`src/rtl/lcd_pkg.sv`:
```
// rtl/lcd_pkg.sv - shared FSM state type and HD44780 command constants for the LCD bus arbiter
package lcd_pkg;

    typedef enum logic [1:0] {
        ST_IDLE  = 2'd0,
        ST_START = 2'd1,
        ST_DELAY = 2'd2,
        ST_ACK   = 2'd3
    } lcdState_t;

    localparam logic [7:0] FUNC_SET = 8'h38;
    localparam logic [7:0] DISP_ON  = 8'h0C;
    localparam logic [7:0] CLEAR    = 8'h01;
    localparam logic [7:0] ENTRY    = 8'h06;
    localparam logic [7:0] LINE1    = 8'h80;
    localparam logic [7:0] LINE2    = 8'hC0;

    localparam logic RS_CMD  = 1'b0;
    localparam logic RS_DATA = 1'b1;

endpackage

```
`src/rtl/lcd_rr_picker.sv`:
```
// rtl/lcd_rr_picker.sv - combinational round-robin picker: first set request at or above ptr, with wrap
module lcd_rr_picker #(
    parameter int NUM_REQ = 2,
    parameter int IDX_W   = (NUM_REQ > 1) ? $clog2(NUM_REQ) : 1
) (
    input  logic [NUM_REQ-1:0] req,
    input  logic [IDX_W-1:0]   ptr,
    output logic [NUM_REQ-1:0] winOneHot,
    output logic [IDX_W-1:0]   winIdx,
    output logic               winValid
);

    always_comb begin
        winOneHot = '0;
        winIdx    = '0;
        winValid  = 1'b0;
        for (int i = 0; i < NUM_REQ; i++) begin
            int cand;
            logic [IDX_W-1:0] candIdx;
            cand = int'(ptr) + i;
            if (cand >= NUM_REQ) cand = cand - NUM_REQ;
            candIdx = IDX_W'(cand);
            if (!winValid && req[candIdx]) begin
                winValid           = 1'b1;
                winOneHot[candIdx] = 1'b1;
                winIdx             = candIdx;
            end
        end
    end

endmodule

```
`src/rtl/lcd_bus_arbiter.sv`:
```
// rtl/lcd_bus_arbiter.sv - round-robin arbiter sharing one LCD_Controller port, with lock and settle delay
module lcd_bus_arbiter
    import lcd_pkg::*;
#(
    parameter int               NUM_REQ = 2,
    parameter int               DLY_W   = 18,
    parameter logic [DLY_W-1:0] DLY_MAX = 18'h3FFFE
) (
    input  logic                 iCLK,
    input  logic                 iRST_N,
    input  logic [NUM_REQ-1:0]   iREQ,
    input  logic [8*NUM_REQ-1:0] iDATA,
    input  logic [NUM_REQ-1:0]   iRS,
    input  logic [NUM_REQ-1:0]   iLOCK,
    output logic [NUM_REQ-1:0]   oGNT,
    output logic [NUM_REQ-1:0]   oACK,
    output logic                 oBUSY,
    output logic [7:0]           oCTL_DATA,
    output logic                 oCTL_RS,
    output logic                 oCTL_START,
    input  logic                 iCTL_DONE
);

    localparam int IDX_W = (NUM_REQ > 1) ? $clog2(NUM_REQ) : 1;

    lcdState_t          state;
    logic [NUM_REQ-1:0] gnt;
    logic [IDX_W-1:0]   owner;
    logic [IDX_W-1:0]   rrPtr;
    logic               lockFlag;
    logic [DLY_W-1:0]   dlyCnt;
    logic [7:0]         ctlData;
    logic               ctlRs;
    logic               ctlStart;

    logic [NUM_REQ-1:0] pkOneHot;
    logic [IDX_W-1:0]   pkIdx;
    logic               pkValid;

    logic               lockHeld;
    logic               lockDrop;
    logic               selValid;
    logic [IDX_W-1:0]   selIdx;
    logic [NUM_REQ-1:0] selOneHot;
    logic [IDX_W-1:0]   nextPtr;

    lcd_rr_picker #(
        .NUM_REQ (NUM_REQ),
        .IDX_W   (IDX_W)
    ) uPicker (
        .req       (iREQ),
        .ptr       (rrPtr),
        .winOneHot (pkOneHot),
        .winIdx    (pkIdx),
        .winValid  (pkValid)
    );

    // A held lock narrows arbitration to the owner; a dropped lock falls back to round-robin this cycle.
    assign lockHeld = lockFlag && iLOCK[owner];
    assign lockDrop = lockFlag && !iLOCK[owner];
    assign nextPtr  = (owner == IDX_W'(NUM_REQ - 1)) ? '0 : owner + IDX_W'(1);

    always_comb begin
        selValid  = 1'b0;
        selIdx    = '0;
        selOneHot = '0;
        if (lockHeld) begin
            selValid  = iREQ[owner];
            selIdx    = owner;
            selOneHot = NUM_REQ'(1) << owner;
        end else begin
            selValid  = pkValid;
            selIdx    = pkIdx;
            selOneHot = pkOneHot;
        end
    end

    always_ff @(posedge iCLK or negedge iRST_N) begin
        if (!iRST_N) begin
            state    <= ST_IDLE;
            gnt      <= '0;
            owner    <= '0;
            rrPtr    <= '0;
            lockFlag <= 1'b0;
            dlyCnt   <= '0;
            ctlData  <= '0;
            ctlRs    <= 1'b0;
            ctlStart <= 1'b0;
        end else begin
            case (state)
                ST_IDLE: begin
                    if (lockDrop) lockFlag <= 1'b0;
                    if (selValid) begin
                        gnt      <= selOneHot;
                        owner    <= selIdx;
                        ctlData  <= iDATA[{selIdx, 3'b000} +: 8];
                        ctlRs    <= iRS[selIdx];
                        ctlStart <= 1'b1;
                        state    <= ST_START;
                    end else if (lockDrop) begin
                        gnt <= '0;
                    end
                end
                ST_START: begin
                    if (iCTL_DONE) begin
                        ctlStart <= 1'b0;
                        dlyCnt   <= '0;
                        state    <= ST_DELAY;
                    end
                end
                ST_DELAY: begin
                    if (dlyCnt < DLY_MAX) begin
                        dlyCnt <= dlyCnt + DLY_W'(1);
                    end else begin
                        dlyCnt <= '0;
                        state  <= ST_ACK;
                    end
                end
                ST_ACK: begin
                    if (iLOCK[owner]) begin
                        lockFlag <= 1'b1;
                    end else begin
                        lockFlag <= 1'b0;
                        gnt      <= '0;
                        rrPtr    <= nextPtr;
                    end
                    state <= ST_IDLE;
                end
                default: state <= ST_IDLE;
            endcase
        end
    end

    assign oGNT       = gnt;
    assign oACK       = (state == ST_ACK) ? gnt : '0;
    assign oBUSY      = (state != ST_IDLE);
    assign oCTL_DATA  = ctlData;
    assign oCTL_RS    = ctlRs;
    assign oCTL_START = ctlStart;

endmodule

```
`config.mk`:
```
export PLATFORM = sky130hd
export DESIGN_NAME = lcd_bus_arbiter
export DESIGN_NICKNAME = d
export VERILOG_FILES = /design/src/rtl/lcd_pkg.sv /design/src/rtl/lcd_rr_picker.sv /design/src/rtl/lcd_bus_arbiter.sv
export SDC_FILE = /design/constraint.sdc
export NUM_CORES = 1
export LEC_CHECK = 0
export BUFFER_PORTS_ARGS = -buffer_cell sky130_fd_sc_hd__buf_2
export CAP_MARGIN = 30
export CORE_UTILIZATION = 40
export DETAILED_ROUTE_END_ITERATION = 16
export SLEW_MARGIN = 20
export SYNTH_ARGS = -nofsm -noshare
export SYNTH_HDL_FRONTEND = slang
export SYNTH_HIERARCHICAL = 1
export SYNTH_SLANG_ARGS = --single-unit
```
`constraint.sdc`:
```
create_clock -name iCLK -period 2.3 [get_ports iCLK]
set_input_delay 0.115 -clock iCLK [delete_from_list [all_inputs] [get_ports iCLK]]
set_output_delay 0.115 -clock iCLK [all_outputs]
set_load 0.01 [all_outputs]
```
# Yosys cells after proc, flatten, opt, wreduce, memory -nomap -nowiden
# Index checks and enable logic that the tools add are counted.
dict set report word_totals {
  inputBits 25
  word_cells 99
  regBits 35
  output_inout_bits 15
}
dict set report op_classes {
  reduce_logical 19
  shift 2
  n_bitwise 2
  n_eq_ne 9
  n_addsub 5
  mux 44
  order_cmp 9
}
# operator count
set op_table {}
lappend op_table {{$mux W18} 2}
lappend op_table {{$pmux W18 S2} 1}
lappend op_table {{$mux W1} 25}
lappend op_table {{$mux W2} 10}
lappend op_table {{$add A18 B1 Y18 const B} 1}
lappend op_table {{$lt A18 B18 Y1 const B} 1}
lappend op_table {{$shiftx A16 B5 Y8} 1}
lappend op_table {{$ne A2 B2 Y1 const B} 5}
lappend op_table {{$reduce_and A3 Y1} 3}
lappend op_table {{$lt A1 B2 Y1 const B} 4}
lappend op_table {{$pmux W2 S4} 1}
lappend op_table {{$reduce_and A2 Y1} 4}
lappend op_table {{$reduce_bool A2 Y1} 4}
lappend op_table {{$logic_and A1 B1 Y1} 5}
lappend op_table {{$eq A2 B2 Y1 const B} 2}
lappend op_table {{$pmux W1 S2} 2}
lappend op_table {{$pmux W2 S2} 1}
lappend op_table {{$ne A3 B3 Y1 const B} 1}
lappend op_table {{$add A1 B1 Y2 const B} 1}
lappend op_table {{$demux W1 S1} 2}
lappend op_table {{$eq A2 B1 Y1 const B} 1}
lappend op_table {{$ge A1 B1 Y1 const B} 2}
lappend op_table {{$ge A1 B2 Y1 const B} 1}
lappend op_table {{$ge A2 B2 Y1 const B} 1}
lappend op_table {{7 further kinds} 9}

# Longest topological paths before layout
# Gate-level depths: netlist (run 1).
dict set report logic_depth {
  ltp_word 12
  depth_mapped 7
}

# Hierarchy
# The synthesis (run 1) kept the hierarchy.
# mod cells_each instances area_each_um2
set by_module_without_submodules {}
lappend by_module_without_submodules {lcd_bus_arbiter 199 1 1961.9}
lappend by_module_without_submodules {lcd_rr_picker 5 1 32.5}

# Least setup slack after synthesis (run 1)
# OpenSTA, ideal clock, no wires.
dict set report synth_path {
  kind {register to register}
  startpoint {reg owner}
  endpoint {reg ctlData[0] (netlist: oCTL_DATA[0])}
  path_buffers 1
  path_stages_with_launch 7
  required_ns 2.175
  t_arrival_ns 1.877
  setup_slack_ns 0.299
  setup_time_ns 0.125
  path_cell_list {dfrtp_1 > buf_6 > mux2_4 > and2_4 > mux2i_4 > mux2_2 > mux2_2}
}
dict set report synth_via {
  elab_chain_len 5
  word_cells_on_any_way 9
}
# item line_no
set synth_lines {}
lappend synth_lines {{start: declaration} lcd_bus_arbiter.sv:28} ;# logic [IDX_W-1:0] owner;
lappend synth_lines {{start signal: assignment} lcd_bus_arbiter.sv:95} ;# owner <= selIdx;
lappend synth_lines {{$mux W1 (implied by the code) (2 in a row)} lcd_bus_arbiter.sv:59} ;# assign lockHeld = lockFlag && iLOCK[owner];
lappend synth_lines {{$logic_and A1 B1 Y1} lcd_bus_arbiter.sv:59}
lappend synth_lines {{$mux W1} lcd_bus_arbiter.sv:67} ;# if (lockHeld) begin
lappend synth_lines {{$shiftx A16 B5 Y8 / $reduce_and A2 Y1 (equally long branches)} --}
lappend synth_lines {{end signal: assignment} lcd_bus_arbiter.sv:96} ;# ctlData <= iDATA[{selIdx, 3'b000} +: 8];
lappend synth_lines {{end: declaration} lcd_bus_arbiter.sv:32} ;# logic [7:0] ctlData;
# Several ways; a longest one is shown, not always the timed one. The select of a mux whose other input is x is not followed.
# A chain may end at the register's enable or synchronous reset.

# Worst setup path after layout (run 1)
dict set report layout_path {
  startpoint {reg owner}
  endpoint {reg ctlRs (netlist: oCTL_RS)}
}
dict set report layout_via {
  elab_chain_len 6
  word_cells_on_any_way 10
}
# item line_no
set layout_lines {}
lappend layout_lines {{$mux W1 (implied by the code) (2 in a row)} lcd_bus_arbiter.sv:59}
lappend layout_lines {{$logic_and A1 B1 Y1} lcd_bus_arbiter.sv:59}
lappend layout_lines {{$mux W1} lcd_bus_arbiter.sv:67}
lappend layout_lines {{$mux W1 (implied by the code) (2 in a row)} lcd_bus_arbiter.sv:97} ;# ctlRs <= iRS[selIdx];
lappend layout_lines {{end signal: assignment} lcd_bus_arbiter.sv:97}
lappend layout_lines {{end: declaration} lcd_bus_arbiter.sv:33} ;# logic ctlRs;
# Several ways; a longest one is shown, not always the timed one. The select of a mux whose other input is x is not followed.

==> results of run 1 <==
-- metrics by stage --
step | power (mW) | hold WS (ns) | worst slack [ns] | cell area [sq um]
6_report | 2.65 | 0.0888 | 0.291 | 2380
5_1_grt | 2.85 | 0.107 | 0.199 | 2380
4_1_cts | 2.67 | 0.0771 | 0.278 | 2380
3_5_place_dp | 2.20 | 0.252 | 0.298 | 2280
3_3_place_gp | 2.18 | 0.257 | 0.303 | 2280
2_1_floorplan | 1.82 | -0.181 | 0.299 | 1990
-- per-layer routing --
metal / up-vias / wire length, microns / share of wire, %
li1: 847 / - / -
met1: 769 / 2160 / 51
met2: 44 / 1770 / 42
met3: 7 / 192 / 4.6
met4: 0 / 75 / 1.8
met5: - / 0 / 0
-- flip-flops by register name, summed over array words and instances, names as in the netlist --
name        cells
oCTL_RS         1
lockFlag        1
rrPtr           1
oGNT            2
dlyCnt         18
oCTL_DATA       8
oCTL_START      1
state           2
owner           1
-- critical path: stages, from the launching register on --
cell	delay (ns)
sky130_fd_sc_hd__dfrtp_1	0.39
sky130_fd_sc_hd__mux2_4	0.34
sky130_fd_sc_hd__and2_4	0.19
sky130_fd_sc_hd__mux2i_4	0.34
sky130_fd_sc_hd__mux2_2	0.38
sky130_fd_sc_hd__mux2_2	0.26
-- final cells by class --
cell class / count / area, sq um / area share [%]
clock buffer: 6 / 82.6 / 3.47
clock inverter: 1 / 5.00 / 0.210
inverter: 12 / 45.0 / 1.89
multi-input combinational: 153 / 1050 / 44.2
sequential: 35 / 876 / 36.8
tap: 67 / 83.8 / 3.52
timing repair buffer: 44 / 235 / 9.89
-- synth_stat cells (all sizes together) --
master	count	share of area, %
o311ai	7	3.1
inv	12	2.3
or2	2	0.63
a32o	1	0.50
a21o	3	1.1
nor2b	1	0.31
nand3	18	4.5
ha	5	3.1
o21ai	14	3.7
mux2	22	13
and2	6	2.0
a31oi	2	0.63
nand4	5	1.6
o32ai	1	0.44
a221o	1	0.50
nand2	25	4.7
a21oi	6	1.5
a22o	4	1.8
dfrtp	35	44
buf	1	0.56
a21boi	4	1.5
and3	1	0.31
a41oi	1	0.44
o31ai	2	0.75
mux2i	3	2.1
a221oi	1	0.44
nor2	10	2.0
o22ai	2	0.63
o32a	1	0.50
nor3	5	1.3
clkbuf	3	0.56
-- cell usage in the layout, fill, tap and decap left out, types with 2 or more instances in the layout --
cell and count:
sky130_fd_sc_hd__buf_4 4, sky130_fd_sc_hd__a21boi_0 4, sky130_fd_sc_hd__buf_2 39, sky130_fd_sc_hd__o22ai_1 2
sky130_fd_sc_hd__ha_1 5, sky130_fd_sc_hd__nor2_1 9, sky130_fd_sc_hd__and2_1 5, sky130_fd_sc_hd__o21ai_0 12
sky130_fd_sc_hd__a21oi_1 6, sky130_fd_sc_hd__nand2_1 25, sky130_fd_sc_hd__mux2_2 21, sky130_fd_sc_hd__a22o_1 4
sky130_fd_sc_hd__a21o_1 3, sky130_fd_sc_hd__a31oi_1 2, sky130_fd_sc_hd__nand4_1 5, sky130_fd_sc_hd__dfrtp_1 35
sky130_fd_sc_hd__nor3_1 5, sky130_fd_sc_hd__clkbuf_8 6, sky130_fd_sc_hd__nand3_1 18, sky130_fd_sc_hd__o31ai_1 2
sky130_fd_sc_hd__o311ai_0 7, sky130_fd_sc_hd__inv_1 12, sky130_fd_sc_hd__mux2i_1 2
-- cells by family after synthesis --
| group | synth area share (%) |
|---|---|
| DFF | 43.9 |
| and+or+nand+nor | 17.3 |
| adders and majority gates | 3.14 |
| buffers and inverters | 3.39 |
| AOI/OAI and AO/OA | 17.5 |
| muxes | 14.7 |
-- timing repair --
action	CTS	global route
hold buffers	1	0
endpoints found under the hold margin	35	0
endpoints found under the setup margin	0	0
-- how the worst max path moves through the flow --
stage / end / slack (ns) / depth (start not counted)
after floorplan: oCTL_DATA[0] / 0.30 / 6
after global placement: oCTL_DATA[6] / 0.30 / 5
after detailed placement: oCTL_DATA[1] / 0.30 / 5
after CTS: oCTL_DATA[1] / 0.28 / 5
after global routing: dlyCnt[4] / 0.20 / 6
final: oCTL_RS / 0.29 / 5
-- power by group --
group	internal (mW)	leakage, nW	switching (mW)	total (mW)
Combinational	0.571	0.547	0.676	1.25
Sequential	0.805	0.448	0.141	0.945
Clock	0.235	0.0470	0.224	0.459
Total	1.61	1.04	1.04	2.65
==> summary by stage, run 1 <==
Power
For this design the ratio of total power to cell area is 1110 nW/um^2. VDD sags by at most 0.380 mV. The leakage dissipation is 1.04 nW.

CTS
The CTS tree is done. The clock latency reported for the late side of the worst-skew pair is 0.29 ns. After clock tree synthesis, the clock-pin slew on the worst setup and hold paths is 0.07 ns. Once the clock tree was built, the setup fixing pass inserted 0 buffers. The number of sinks handled by clock tree synthesis is 35. The H-tree generated during clock tree synthesis spans 2 levels. Buffers inserted during clock tree synthesis total 5. In this run, post-CTS repair resized a total of 0 instances.

The number of buffers on the longest clock path is 2. The root buffer cell chosen for the clock tree is sky130_fd_sc_hd__clkbuf_8.

Critical path
The worst register-to-register path ends at oCTL_RS. The critical path in this run is classified as flip-flop to flip-flop. The nature of the critical path startpoint is a flip-flop.

STA puts the critical path data required time at 2.47 ns. Across all register-to-register paths, the minimum setup slack is 0.29 ns. For the worst setup path, the data arrival time is 2.18 ns. STA classifies the critical path endpoint as a flip-flop. In this run the critical register-to-register path is launched from owner.

The number of cells on the worst reg-to-reg path is 5. The largest fanout on the critical path is 9. The critical path starts at owner.

Routing
In this run the remaining antenna-violating nets after routing total 0. The total via count in the routed design is 1,667. The first detailed-routing pass took 4 iterations. In the routed layout, each cell is associated on average with a via count of 5.24. The total wirelength of the detailed-routed design is 4.19 mm. The average routed wire per standard cell is 13.2 microns. In this run, the number of DRC markers left after iteration 0 of detailed routing was 69. For this run, design rule violations remaining after detail routing come to 0.

STA
The count of pins over their slew limit is 0. For the final database, setup skew stands at 0.00347 ns. For the final routed database, the setup TNS stands at 0 ns. The relative slew slack is 46.9%.

The worst-margin pin slew is 0.796 ns. The number of failing setup endpoints in the final timing report is 0. The final critical path takes up 87.4% of the cycle. Static timing analysis puts the maximum clock frequency at 0.498 GHz. The final period demand of the worst path is 2.01 ns. The number of failing hold endpoints at the final stage is 0. Setup repair after global routing left no endpoint under its margin.

Die
In this run the core area contains 25 standard-cell rows. The initial utilization of the core area, before any placement, comes to 41.9%. Pin placement for this block handled 40 I/O pins. The full die area is 5270 sq um.

The placeable core area is 4750 sq um. Measured along the x axis, the die boundary spans 72.6 microns. In this run the vertical extent of the chip is 72.6 microns.

GRT
The total overflow left after global routing is 0. The first global-routing pass estimated 6.79 mm of wire. The global routing stage identified its most utilized layer as met2. Global routing consumed, on the met3 layer, 3.45% of the routing resources.

The met1 capacity usage during global routing is 22.4%. The aggregate global-route resource usage is 16.8%. The via count of the first global-routing pass is 1,494.

The global routing usage on met2 is 26.1%. The initial antenna violation count is 0. The maximum number of pins on one net before global-route repair is 36.

Placed design
The count of buffers from port buffering is 39. The wire-length estimate of the detail-placed layout is 2.94 mm. The global placer's final weighted congestion is 0.772. Including well taps, the total number of placed cells is 310.

Layout
The relative area change from synthesis to final layout is 19.3%. The share of cells above drive strength 1 is 30.7%. Leaving out filler cells and counting taps, the final layout contains 318.

The number of diodes added for antenna fixing is 0. The number of fill cells in the layout is 481. At the end of the flow, the number of nets in the layout was 281.

Cells fill 50.0% of the core in the end.

Outcome
The run finished with clean final reports.

Logic synthesis
Dividing the synthesized area by the synthesized cell count gives 9.78 sq um. The total nets after synthesis is 234. The synthesized netlist contains 38 unique library cells. Summing every instance area after synthesis gives 1990 sq um. Counting every instance in the synthesized netlist gives 204. After synthesis the netlist holds a flip-flop and latch count of 35. During synthesis, Yosys emitted a total of 6 warnings.

The portion of the post-synthesis area used by sequential elements is 43.9%.

Hold path
The worst hold path belongs to the class input port to flip-flop. Along the worst hold path, the cell count comes to 3. The source of the worst hold timing path is iLOCK[1]. The path with the worst hold slack has its endpoint at rrPtr.

Flow run
Across the run, the number of max-cap violations was 0.
(Power assumes the default switching activity.)
==> run 2: changes to the inputs <==
--- a/config.mk
+++ b/config.mk
@@ -9,8 +9,8 @@
 export CAP_MARGIN = 30
 export CORE_UTILIZATION = 40
 export DETAILED_ROUTE_END_ITERATION = 16
+export MAX_ROUTING_LAYER = met4
 export SLEW_MARGIN = 20
 export SYNTH_ARGS = -nofsm -noshare
 export SYNTH_HDL_FRONTEND = slang
-export SYNTH_HIERARCHICAL = 1
 export SYNTH_SLANG_ARGS = --single-unit
==> run 2 against run 1 <==
Compared with the run above: the flow now finishes with violations (design-rule violations); power is 5.9% lower; sequential power is 3.0% lower; clock skew hardly changed; core utilization is 1.1 points higher; setup slack better by 0.088 ns; sequential cell count stayed put; worst hold slack better by 0.021 ns; global-route usage hardly changed; largest power group unchanged; highest routed layer unchanged.
==> summary by stage, run 2 <==
CTS
The number of buffers on the longest clock path is 2 (unchanged). The cell sitting at the root of the clock tree is a sky130_fd_sc_hd__clkbuf_8. The clock latency reported for the late side of the worst-skew pair is 0.29 ns (about the same).

The number of sinks handled by clock tree synthesis is 35 (unchanged). The number of H-tree levels was 2 (unchanged). TritonCTS built the clock tree. The clock-pin slew of the registers on the worst-case setup and hold paths came to 0.07 ns (about the same). The number of buffers created by CTS is 5 (unchanged). The number of gates resized after cts is 0 (unchanged).

Routing
The number of design rule violations left after detail routing came to 3 (+3). The met2 layer wire length in the routed design was 1.72 mm (-2.7%). The violation count after the first detailed-routing iteration is 92 (+33%).

The total wirelength of the detailed-routed design was 3.70 mm (-12%). The detailed-route vias per instance is 5.26 (+0.42%). The total via count in the routed design is 1,574 (-5.6%). The post-route antenna net violation count is 0 (unchanged). The met1 wire length is 1.80 mm (-17%). The average routed wire per standard cell is 12.4 microns (-6.1%). The highest routed metal layer is met4. The wire length on met3 came to 98 microns (-49%). The length of the first detailed-routing pass in iterations is 10 (+6).

Power
The part of the total power dissipated in combinational logic is 41.3% (-5.7 points). The reported net switching power is 976 uW (-6.2%). The clock network fraction of total power is 21.9% (+4.6 points).

The total internal power was 1.52 mW (-5.7%). The overall power was 2.49 mW (-5.9%). The fraction of power consumed by sequential logic is 36.8% (+1.1 points). The maximum vdd ir drop is 0.448 mV (+18%). The leakage dissipation is 1.13 nW (+8.7%). The switching power share of the total was 39.1% (-0.11 points). The power density normalized to cell area is 1090 nW/um^2 (-2.1%).

STA
The worst-margin pin slew is 0.793 ns (-0.00338 ns). The minimum hold slack came to 0.110 ns (+0.0209 ns). The post-route clock period utilization was 83.5% (-3.8 points). The number of failing hold endpoints at the final stage is 0 (unchanged). The worst clock skew is 0.00373 ns (+0.000264 ns).

The final worst slack is 0.379 ns (+0.0880 ns). The relative slew slack is 47.2% (+0.23 points). The achievable clock frequency was 0.520 GHz (+4.6%). The summed negative setup slack over all endpoints came to 0 ns (unchanged). The count of pins over their slew limit is 0 (unchanged). The number of failing setup endpoints in the final timing report came to 0 (unchanged).

Setup repair after global routing left no endpoint under its margin. The final period demand of the worst path was 1.92 ns (-0.0880 ns).

Die
The I/O pin count came to 40 (unchanged). The width of the die came to 71.3 microns (-1.8%). The full die area is 5090 sq um (-3.5%). The placeable core area is 4470 sq um (-5.9%). The height of the die is 71.3 microns (-1.8%). The initial core utilization is 43.0% (+1.0 points).

The row count was 24 (-4.0%).

Outcome
The flow ran to the end, but the final reports show violations. The final reports fail on design-rule violations.

Logic synthesis
The mean area per synthesized cell was 9.47 sq um (-3.2%). The largest area contributor in the synthesized netlist is sky130_fd_sc_hd__dfrtp_1. The netlist area before placement came to 1920 sq um (-3.6%).

The yosys synthesis warning count is 0 (-6). The post-synthesis async set-or-reset flop share is 100% (unchanged). The total nets after synthesis is 234 (unchanged). The post-synthesis cell count is 203 (-0.49%). The most common cell in the synthesized netlist is sky130_fd_sc_hd__dfrtp_1. After synthesis, the cell types taking the most area are sky130_fd_sc_hd__dfrtp_1, sky130_fd_sc_hd__nand2_1, sky130_fd_sc_hd__mux2i_1, sky130_fd_sc_hd__xor2_1, sky130_fd_sc_hd__o21ai_0. The top-area cell type share of the netlist area is 45.6% (+1.7 points). The number of storage elements in the synthesis netlist came to 35 (unchanged).

By count the netlist is led by sky130_fd_sc_hd__dfrtp_1, sky130_fd_sc_hd__nand2_1, sky130_fd_sc_hd__nor2_1. The portion of the post-synthesis area used by sequential elements is 45.6% (+1.7 points). The count of distinct cell types in the synthesized netlist came to 39 (+2.6%). The number of enable-type register cells in the synthesized netlist came to 0 (unchanged). The most used flip-flop cell after synthesis is sky130_fd_sc_hd__dfrtp_1.

Layout
The top register by number of flip-flops is dlyCnt. The library cells used most frequently in the layout, excluding fill and tap cells, are sky130_fd_sc_hd__buf_2, sky130_fd_sc_hd__dfrtp_1, sky130_fd_sc_hd__nand2_1. From synthesis to final layout, the design area changed by 18.9%.

The final net count is 278 (-1.1%). The share of cells above drive strength 1 was 23.5% (-7.2 points). The filler-free cell count of the finished design is 299 (-6.0%).

The number of diodes added for antenna fixing is 0 (unchanged). The area of all placed cells without fillers was 2290 sq um (-3.9%). The final core utilization is 51.1% (+1.1 points).

The most frequent standard cell in the layout excluding fill and tap cells is sky130_fd_sc_hd__buf_2. The flip-flop count of the largest register after layout was 18 (unchanged).

Placed design
The post-detailed-placement cell area is 2170 sq um (-4.9%). The worst slack at placement is 0.364 ns (+0.0660 ns). The global placer's final weighted congestion is 0.784 (+1.6%).

The count of buffers from port buffering is 39 (unchanged). The placed wire-length estimate after detailed placement was 2.63 mm (-11%). The number of instances in the placed design is 291 (-6.1%).

Critical path
Walking the worst path, the cells encountered are inv_1 -> ha_1 -> mux2i_4 -> nor3_4 -> and4_1 -> xnor2_1 -> nor2_2. The arrival time of the worst setup path is 2.11 ns (-0.07 ns). The endpoint class of the critical path is a flip-flop. The buffers plus inverters on the worst setup path came to 1 (+1). The delay of the slowest cell on the worst path is 0.42 ns (+0.03 ns). The worst setup path is of the flip-flop to flip-flop kind. The family with the most delay on the worst path is simple AND/OR/NAND/NOR gates. The cell type of the slowest stage on the worst timing path is sky130_fd_sc_hd__dfrtp_1. The nature of the critical path startpoint is a flip-flop. The required time reported for the critical path endpoint was 2.49 ns (+0.02 ns).

The largest fanout on the critical path is 8 (-1).

GRT
The maximum number of pins on one net before global-route repair is 36 (unchanged). The initial antenna violation count came to 0 (unchanged). The via count of the first global-routing pass is 1,479 (-1.0%). The first-pass GRT wire length is 6.51 mm (-4.2%). The aggregate global-route resource usage is 16.8% (-0.018 points). The global route total overflow is 0 (unchanged).

Hold path
The type of the most critical hold path is input port to flip-flop.

Flow run
The max-capacitance violation count is 0 (unchanged).
==> run 2: cell families after synthesis <==
| logic type | Yosys count | synth area share [%] |
|---|---|---|
| fa+ha+maj | 6 | 3.91 |
| xor+xnor | 13 | 5.92 |
| simple gates | 85 | 22.6 |
| compound gates | 35 | 11.2 |
| buf+inv | 17 | 3.78 |
| flops | 35 | 45.6 |
| mux | 12 | 7.03 |
==> run 2: tightest hold or removal path: stages <==
cell	delay [ns]
sky130_fd_sc_hd__buf_2	0.07
sky130_fd_sc_hd__mux2i_1	0.05
sky130_fd_sc_hd__o21ai_0	0.13
==> run 2: cell type report <==
type / count / area (sq um)
Inverter: 12 / 45.0
Tap cell: 52 / 65.1
Timing Repair Buffer: 42 / 220
Clock buffer: 5 / 68.8
Multi-Input combinational cell: 151 / 973
Clock inverter: 2 / 37.5
Sequential cell: 35 / 876
Fill cell: 418 / 2190
==> run 2: worst paths after layout <==
kind / end / from / slack [ns] / cells past startpoint
max: dlyCnt[7] / state[0] / 0.38 / 7
min: oCTL_DATA[5] / iDATA[13] / 0.11 / 3
max reg2reg: dlyCnt[7] / state[0] / 0.38 / 7
min reg2reg: oCTL_DATA[5] / oCTL_DATA[5] / 0.48 / 2
max in group asynchronous: dlyCnt[2] / iRST_N / 1.35 / 2
min in group asynchronous: oCTL_DATA[4] / iRST_N / 0.45 / 2
==> run 2: layer usage <==
layer  global-route usage (%)  vias up
met2                     25.8       26
met4                     8.00        0
met1                     21.6      753
li1                         -      788
met5                        -        -
met3                     2.95        7
==> run 2: power groups by stage <==
| stage | sequential [mW] | combinational, mW | clock, mW |
|---|---|---|---|
| floorplan | 0.949 | 0.714 | 0 |
| global placement | 0.924 | 1.03 | 0 |
| detailed placement | 0.928 | 1.05 | 0 |
| CTS | 0.917 | 1.05 | 0.566 |
| global route | 0.945 | 1.18 | 0.584 |
| finish | 0.917 | 1.03 | 0.546 |
==> run 2: timing repair <==
action                    CTS  global route
setup buffers               0             0
hold endpoints to repair   35             0
hold buffers                1             0
